## src/rtl/log_div_seq_if.sv

```systemverilog
// rtl/log_div_seq_if.sv - operand/result handshake bundle for log_div_seq
// Ports (signals):
//   in_valid / in_ready   : operand pair handshake
//   a, b                  : dividend, divisor (unsigned, n bits)
//   out_valid / out_ready : result handshake
//   quotient              : n+FRAC bit unsigned fixed point, FRAC fractional bits
//   dz                    : divide-by-zero flag
// Modports: master drives operands and consumes results; slave is the divider.
interface log_div_seq_if #(
  parameter int n    = 16,
  parameter int FRAC = 8
);
  logic                in_valid;
  logic                in_ready;
  logic [n-1:0]        a;
  logic [n-1:0]        b;
  logic                out_valid;
  logic                out_ready;
  logic [n+FRAC-1:0]   quotient;
  logic                dz;

  modport master (
    output in_valid, a, b, out_ready,
    input  in_ready, out_valid, quotient, dz
  );

  modport slave (
    input  in_valid, a, b, out_ready,
    output in_ready, out_valid, quotient, dz
  );
endinterface

```

## src/rtl/log_div_seq.sv

```systemverilog
// rtl/log_div_seq.sv - sequential Mitchell logarithmic divider with valid/ready handshakes
// Ports:
//   clk    : rising-edge clock
//   rst_n  : asynchronous active-low reset
//   div_if : log_div_seq_if.slave (in_valid/in_ready/a/b, out_valid/out_ready/quotient/dz)
// Flow: IDLE -accept-> LOG -> SUB -> ALOG -> DONE -out_ready-> IDLE
module log_div_seq #(
  parameter int n    = 16,
  parameter int FRAC = 8
) (
  input  logic          clk,
  input  logic          rst_n,
  log_div_seq_if.slave  div_if
);

  localparam int KW  = $clog2(n);   // leading-one index width
  localparam int KSW = KW + 2;      // signed exponent difference width
  localparam int XW  = n - 1;       // log fraction width
  localparam int QW  = n + FRAC;    // quotient width

  typedef enum logic [2:0] {
    IDLE = 3'd0,
    LOG  = 3'd1,
    SUB  = 3'd2,
    ALOG = 3'd3,
    DONE = 3'd4
  } state_e;

  state_e                state_q, state_d;
  logic [n-1:0]          a_q, a_d;
  logic [n-1:0]          b_q, b_d;
  logic [KW-1:0]         ka_q, ka_d;
  logic [KW-1:0]         kb_q, kb_d;
  logic [XW-1:0]         xa_q, xa_d;
  logic [XW-1:0]         xb_q, xb_d;
  logic                  za_q, za_d;
  logic                  zb_q, zb_d;
  logic signed [KSW-1:0] k_q, k_d;
  logic [n-1:0]          m_q, m_d;
  logic [QW-1:0]         quot_q, quot_d;
  logic                  dz_q, dz_d;

  // Datapath helpers
  logic [KW-1:0]         lead_a, lead_b;
  logic signed [KSW-1:0] ka_ext, kb_ext;
  logic                  sub_borrow;
  int                    alog_shift;
  logic [QW-1:0]         m_wide;
  logic [QW-1:0]         alog_q;

  // Index of the most significant set bit; 0 for a zero operand.
  function automatic logic [KW-1:0] lead_one(input logic [n-1:0] v);
    logic [KW-1:0] r;
    r = '0;
    for (int i = 0; i < n; i++) begin
      if (v[i]) r = KW'(i);
    end
    return r;
  endfunction

  // Bits below the leading one, left-aligned into XW bits. Shifting the
  // leading one up to bit n-1 and keeping the low XW bits drops it.
  function automatic logic [XW-1:0] frac_bits(input logic [n-1:0] v,
                                              input logic [KW-1:0] k);
    logic [KW-1:0] shamt;
    shamt = KW'(n - 1) - k;
    return XW'(v << shamt);
  endfunction

  always_comb begin
    lead_a     = lead_one(a_q);
    lead_b     = lead_one(b_q);
    ka_ext     = signed'({2'b00, ka_q});
    kb_ext     = signed'({2'b00, kb_q});
    sub_borrow = (xa_q < xb_q);
    // Antilog scale: M carries XW fractional bits, quotient carries FRAC.
    alog_shift = int'(k_q) + FRAC - (n - 1);
    m_wide     = {{FRAC{1'b0}}, m_q};
    if (alog_shift >= 0) begin
      alog_q = m_wide << alog_shift;
    end else begin
      alog_q = m_wide >> (-alog_shift);
    end
  end

  always_comb begin
    state_d = state_q;
    a_d     = a_q;
    b_d     = b_q;
    ka_d    = ka_q;
    kb_d    = kb_q;
    xa_d    = xa_q;
    xb_d    = xb_q;
    za_d    = za_q;
    zb_d    = zb_q;
    k_d     = k_q;
    m_d     = m_q;
    quot_d  = quot_q;
    dz_d    = dz_q;

    case (state_q)
      IDLE: begin
        if (div_if.in_valid) begin
          a_d     = div_if.a;
          b_d     = div_if.b;
          state_d = LOG;
        end
      end
      LOG: begin
        ka_d    = lead_a;
        kb_d    = lead_b;
        xa_d    = frac_bits(a_q, lead_a);
        xb_d    = frac_bits(b_q, lead_b);
        za_d    = (a_q == '0);
        zb_d    = (b_q == '0);
        state_d = SUB;
      end
      SUB: begin
        // A fraction borrow moves one unit out of the exponent. The XW-bit
        // wrapping difference already equals 2^XW + xa - xb in that case, so
        // the mantissa is the implicit one on top of the wrapped difference.
        k_d     = ka_ext - kb_ext - {{(KSW-1){1'b0}}, sub_borrow};
        m_d     = {1'b1, xa_q - xb_q};
        state_d = ALOG;
      end
      ALOG: begin
        if (zb_q) begin
          quot_d = '1;
          dz_d   = 1'b1;
        end else if (za_q) begin
          quot_d = '0;
          dz_d   = 1'b0;
        end else begin
          quot_d = alog_q;
          dz_d   = 1'b0;
        end
        state_d = DONE;
      end
      DONE: begin
        if (div_if.out_ready) state_d = IDLE;
      end
      default: state_d = IDLE;
    endcase
  end

  always_ff @(posedge clk or negedge rst_n) begin
    if (!rst_n) begin
      state_q <= IDLE;
      a_q     <= '0;
      b_q     <= '0;
      ka_q    <= '0;
      kb_q    <= '0;
      xa_q    <= '0;
      xb_q    <= '0;
      za_q    <= 1'b0;
      zb_q    <= 1'b0;
      k_q     <= '0;
      m_q     <= '0;
      quot_q  <= '0;
      dz_q    <= 1'b0;
    end else begin
      state_q <= state_d;
      a_q     <= a_d;
      b_q     <= b_d;
      ka_q    <= ka_d;
      kb_q    <= kb_d;
      xa_q    <= xa_d;
      xb_q    <= xb_d;
      za_q    <= za_d;
      zb_q    <= zb_d;
      k_q     <= k_d;
      m_q     <= m_d;
      quot_q  <= quot_d;
      dz_q    <= dz_d;
    end
  end

  // in_ready is held low for as long as reset is asserted.
  assign div_if.in_ready  = rst_n & (state_q == IDLE);
  assign div_if.out_valid = (state_q == DONE);
  assign div_if.quotient  = quot_q;
  assign div_if.dz        = dz_q;

endmodule

```

## src/flat_wrapper.sv

```systemverilog
// flat-port wrapper written by rule: the top's interface ports become plain ports
module log_div_seq_flat 
#(
  parameter int n    = 16,
  parameter int FRAC = 8
)
  (clk, rst_n, div_if_in_valid, div_if_a, div_if_b, div_if_out_ready, div_if_in_ready, div_if_out_valid, div_if_quotient, div_if_dz);
  log_div_seq_if #(.n(n), .FRAC(FRAC)) div_if_i ();
  input  logic clk;
  input  logic rst_n;
  input wire logic [$bits(div_if_i.in_valid)-1:0] div_if_in_valid;
  input wire logic [$bits(div_if_i.a)-1:0] div_if_a;
  input wire logic [$bits(div_if_i.b)-1:0] div_if_b;
  input wire logic [$bits(div_if_i.out_ready)-1:0] div_if_out_ready;
  output wire logic [$bits(div_if_i.in_ready)-1:0] div_if_in_ready;
  output wire logic [$bits(div_if_i.out_valid)-1:0] div_if_out_valid;
  output wire logic [$bits(div_if_i.quotient)-1:0] div_if_quotient;
  output wire logic [$bits(div_if_i.dz)-1:0] div_if_dz;
  assign div_if_i.in_valid = div_if_in_valid;
  assign div_if_i.a = div_if_a;
  assign div_if_i.b = div_if_b;
  assign div_if_i.out_ready = div_if_out_ready;
  assign div_if_in_ready = div_if_i.in_ready;
  assign div_if_out_valid = div_if_i.out_valid;
  assign div_if_quotient = div_if_i.quotient;
  assign div_if_dz = div_if_i.dz;
  log_div_seq #(.n(n), .FRAC(FRAC)) u_core (.clk(clk), .rst_n(rst_n), .div_if(div_if_i));
endmodule
```

## config.mk

```make
export PLATFORM = sky130hd
export DESIGN_NAME = log_div_seq_flat
export DESIGN_NICKNAME = d
export VERILOG_FILES = /design/src/rtl/log_div_seq_if.sv /design/src/rtl/log_div_seq.sv /design/src/flat_wrapper.sv
export SDC_FILE = /design/constraint.sdc
export NUM_CORES = 1
export LEC_CHECK = 0
export CORE_MARGIN = 3
export CORE_UTILIZATION = 42
export CTS_BUF_LIST = sky130_fd_sc_hd__clkbuf_8
export CTS_CLUSTER_SIZE = 25
export DETAILED_ROUTE_END_ITERATION = 16
export SLEW_MARGIN = 20
export SYNTH_ARGS = -nofsm -noshare
export SYNTH_HDL_FRONTEND = slang
export SYNTH_SLANG_ARGS = --single-unit
export TNS_END_PERCENT = 5
```

## constraint.sdc

```tcl
create_clock -name clk -period 13.2 [get_ports clk]
set_clock_uncertainty 0.2 [all_clocks]
set_input_delay 1.32 -clock clk [delete_from_list [all_inputs] [get_ports clk]]
set_output_delay 1.32 -clock clk [all_outputs]
set_load 0.02 [all_outputs]
```

### Yosys cells after proc, flatten, opt, wreduce, memory -nomap -nowiden

Index checks and enable logic that the tools add are counted.

| word-level totals | value |
|---|---|
| bits of input ports | 36 |
| output and inout port bits | 27 |
| bits in registers | 122 |

| operators by class | value |
|---|---|
| mux-type cells | 37 |
| add/sub/neg operators | 8 |
| eq/ne operators | 6 |
| shifts and indexed selects | 4 |
| reduce and logical (&&, ||, !) cells | 5 |
| bitwise operators | 1 |
| magnitude comparators | 2 |

Operators by type and width:

| cell | number |
|---|---|
| $mux 4 | 22 |
| $mux 24 | 3 |
| $ge 32x1->1 const B | 1 |
| $logic_not 16->1 | 2 |
| $neg 32->32 | 1 |
| $shl 16x32->24 | 1 |
| $shl 16x4->15 | 2 |
| $shr 16x32->24 | 1 |
| $sub 32x5->32 const B | 1 |
| $mux 3 | 6 |
| $lt 15x15->1 | 1 |
| $pmux 3 s5 | 1 |
| $sub 15x15->15 | 1 |
| $sub 4x4->4 const A | 2 |
| $add 6x5->7 const B | 1 |
| $eq 3x2->1 const B | 2 |
| $sub 6x1->6 | 1 |
| $sub 4x4->5 | 1 |
| $mux 2 | 2 |
| $ne 2x2->1 const B | 2 |
| $reduce_and 2->1 | 2 |
| $eq 3x1->1 const B | 1 |
| $eq 3x3->1 const B | 1 |
| $logic_not 3->1 | 1 |
| 2 further kinds | 4 |

### Depth between registers and ports, before layout

| depth | value |
|---|---|
| depth after elaboration | 17 |
| depth in mapped cells | 15 |

### Worst setup path after synthesis

No wires, ideal clock.

| path | value |
|---|---|
| path kind | register to register |
| from | register u_core.k_q[3] |
| to | register u_core.quot_q[8] (netlist: u_core.div_if.quotient[8]) |
| data required time | 12890 ps |
| buffers on the path | 2 |
| arrival time | 3966 ps |
| path slack | 8924 ps |
| cell stages (with the launch flop) | 16 |
| setup time | 110 ps |
| path through | dfrtp_1 > inv_1 > ha_1 > buf_2 > a41oi_4 > nand3_1 > ha_1 > nor4_1 > nand3_1 > nor4_4 > nand4_1 > a211o_1 > nor4_4 > buf_6 > nand2_2 > o41ai_1 |

| on the way | value |
|---|---|
| word-level cells in the longest chain between the ends | 7 |
| elaborated cells on any way between the ends | 9 |
| those cells by class | add/sub (3); order compare (1); shift (2); mux (3) |

RTL lines:

| item | line | RTL |
|---|---|---|
| start: declaration | log_div_seq.sv:38 | `logic signed [KSW-1:0] k_q, k_d;` |
| start signal: assignment | log_div_seq.sv:171 | `k_q <= k_d;` |
| $add 6x5->7 (*) | log_div_seq.sv:77 | `alog_shift = int'(k_q) + FRAC - (n - 1);` |
| $sub 32x5->32 (*) | log_div_seq.sv:77 |  |
| $neg 32->32 | log_div_seq.sv:82 | `alog_q = m_wide >> (-alog_shift);` |
| $shr 16x32->24 | log_div_seq.sv:82 |  |
| $mux 24 (*) | log_div_seq.sv:79 | `if (alog_shift >= 0) begin` |
| $mux 24 (*) | log_div_seq.sv:130 | `end else if (za_q) begin` |
| $mux 24 (*) | log_div_seq.sv:127 | `if (zb_q) begin` |
| end signal: assignment | log_div_seq.sv:173 | `quot_q <= quot_d;` |
| end: declaration | log_div_seq.sv:40 | `logic [QW-1:0] quot_q, quot_d;` |

Every way passes the cells marked *; elsewhere a longest branch is shown, timed or not.
A chain may end at the register's enable or synchronous reset.

### Final worst setup path

| path | value |
|---|---|
| from | register u_core.k_q[2] |
| to | register u_core.quot_q[4] (netlist: u_core.div_if.quotient[4]) |

The elaborated chain is that of the path after synthesis.

==> impl_metrics.tcl <==
set metrics [dict create \
    syn2layout_area_growth_pct 12.9 \
    dp_hpwl_mm 18.2 \
    finalSetupViolations 0 \
    relSlewSlack_pct 26.1 \
    ctsResizeCount 0 \
    min_path_cells 1 \
    grt_use_total_pct 20.8 \
    avgSynthCellArea_um2 8.47 \
    critPathKind "flop to flop" \
    setup_slack_ns 7.86 \
    status "completed" \
    fmax_ghz 0.187 \
    r2r-start "u_core.k_q[2]" \
    hold_violations 0 \
    dieArea_um2 23800 \
    period_share_pct 40.4 \
    synth_top_area_share_pct 33.1 \
    placedInstanceArea_um2 10000 \
    pre_cts_slack_ns 7.90 \
    grt_pass1_vias 7642 \
    cts_tree "built" \
    vias 8075 \
    rsz0062_at_grt "no" \
    grt-ovfl-total 0 \
    drive_gt1_share_pct 9.71 \
    reg2reg_depth 12 \
    die_h_um 154 \
    synth_cell_types 70 \
    cts_buffers 17 \
    reg2reg_slack_ns 7.86 \
    ys_ff_latch 122 \
    core_um2 21300 \
    grt_max_degree 70 \
    synth_top_area_cell "dfrtp_1" \
    synth_ff_type "dfrtp_1" \
    r2r_end "u_core.div_if.quotient[4]" \
    port_buffers 62 \
    startpoint "u_core.k_q[2]" \
    viasPerCell 5.74 \
    cts_hold_buf 0 \
    gp_congestion 0.931 \
    routedWlPerCell_um 17.4 \
    end_kind "flop" \
    final_area_um2 10400 \
    die_w_um 154 \
    rows 53 \
    synthesis.nets 1158 \
    clkLatencyLatePin_ns 0.46 \
    ios 63 \
    clock-sinks 122 \
    yosysSeqAreaShare_pct 33.1 \
    yosysMostFrequentCell "nand2_1" \
    hold_path.class "flop to flop" \
    antenna_cells 0 \
    clk_pin_slew_ns 0.08 \
    drv_slew 0 \
    ys_top_cells_by_count "nand2_1 (139), dfrtp_1 (122), o21ai_0 (92)" \
    cts_setup_buffers 0 \
    synth_edf_count 0 \
    drc 0 \
    h-tree-depth 4 \
    start_util_pct 43.3 \
    drtPass1Iterations 5 \
    tightest_slew_ns 1.11 \
    startpoint_type "flop" \
    netlist_instances 1089 \
    utilization_pct 48.9 \
    ys_warn_count 0 \
    synthTopCellsByArea "dfrtp_1 (33%), mux2i_1 (7.3%), nand2_1 (5.7%)" \
    first_iter_violations 570 \
    wirelength_mm 24.4 \
    cp_max_fo 29 \
    critPathArrivalTime_ns 5.50 \
    post-route-min-period_ns 5.34 \
    antenna_found_initial 0 \
    nets 1189 \
    ant_nets 0 \
    tns_ns 0 \
    clockBufferDepth 2 \
    cap_viol_max_count 0 \
    crit_required_ns 13.37 \
    grt_pass1_wl_mm 40.5 \
    synthArstFlopShare_pct 100 \
    clockRootBuffer "clkbuf_8" \
    hp-start "u_core.xb_q[8]" \
    hold_end "u_core.xb_q[8]" \
    syn_area_um2 9220 \
]
[flip-flops by register name, summed over array words and instances (netlist names), 6 cells and up]
register	cells
u_core.b_q	16
u_core.k_q	6
u_core.m_q	16
u_core.a_q	16
u_core.div_if.quotient	24
u_core.xb_q	15
u_core.xa_q	15
[placed cells by master, fill, tap and decap left out, types with 15 or more instances in the layout]
| cell | n |
|---|---|
| mux2_2 | 37 |
| o21ai_0 | 92 |
| xnor2_1 | 15 |
| nand2_1 | 139 |
| nor2b_1 | 16 |
| a21oi_1 | 78 |
| a21o_1 | 16 |
| clkdlybuf4s50_1 | 61 |
| nor2_1 | 83 |
| buf_4 | 18 |
| inv_1 | 47 |
| nor3_1 | 27 |
| a31oi_1 | 19 |
| dfrtp_1 | 122 |
| mux2i_1 | 67 |
| ha_1 | 31 |
| clkbuf_8 | 18 |
| nand3_1 | 27 |
[critical path, stage by stage, from the launching register on]
cell and delay [ns]:
dfrtp_1 1.07, nand3b_1 0.30, nor2b_1 0.25, nand2_1 0.09, ha_1 0.26, nor4_1 0.65, nand3_1 0.27, nor4_4 0.41
nand4_1 0.13, a211o_1 0.38, nor4_4 0.79, a21oi_1 0.20, nor3_1 0.22
[layer usage]
layer / GRT usage, % / part of all wire (%) / vias to the layer above
li1: - / - / 4037
met1: 28.1 / 46 / 3822
met2: 34.7 / 49 / 169
met3: 2.71 / 3.4 / 47
met4: 6.69 / 2.2 / 0
met5: 0 / 0 / -
[worst max path at each step]
stage	end	cells past startpoint	slack [ns]
2_1_floorplan	u_core.div_if.quotient[8]	15	8.92
3_3_place_gp	u_core.div_if.quotient[7]	12	8.02
3_5_place_dp	u_core.div_if.quotient[10]	12	7.90
4_1_cts	u_core.div_if.quotient[9]	12	7.90
5_1_grt	u_core.div_if.quotient[10]	14	7.38
6_report	u_core.div_if.quotient[4]	12	7.86
[cell type report]
cell class / count / area (µm²)
multi-input combinational: 856 / 5740
sequential: 122 / 3050
clock buffer: 18 / 248
inverter: 44 / 165
tap: 275 / 344
fill: 2071 / 10900
clock inverter: 14 / 123
timing repair buffer: 79 / 746
[kinds of logic (layout without fill, tap and decap cells)]
group,after synthesis,after routing,share of synthesized area (%)
compound gates,314,314,21.6
mux,112,112,13.7
simple gates,365,365,18.9
flops,122,122,33.1
buf+inv,111,155,4.83
xor+xnor,32,32,3.20
fa+ha+maj,33,33,4.64
[metrics by stage]
step           hold WS [ns]  cells
4_1_cts               0.287   1408
2_1_floorplan         0.249   1089
5_1_grt               0.302   1408
6_report              0.281   1408
3_3_place_gp          0.259   1376
3_5_place_dp          0.267   1376
Power is left out: the tool's default activity adds up to more than one toggle a clock period on the data nets, which glitch-free logic cannot reach.
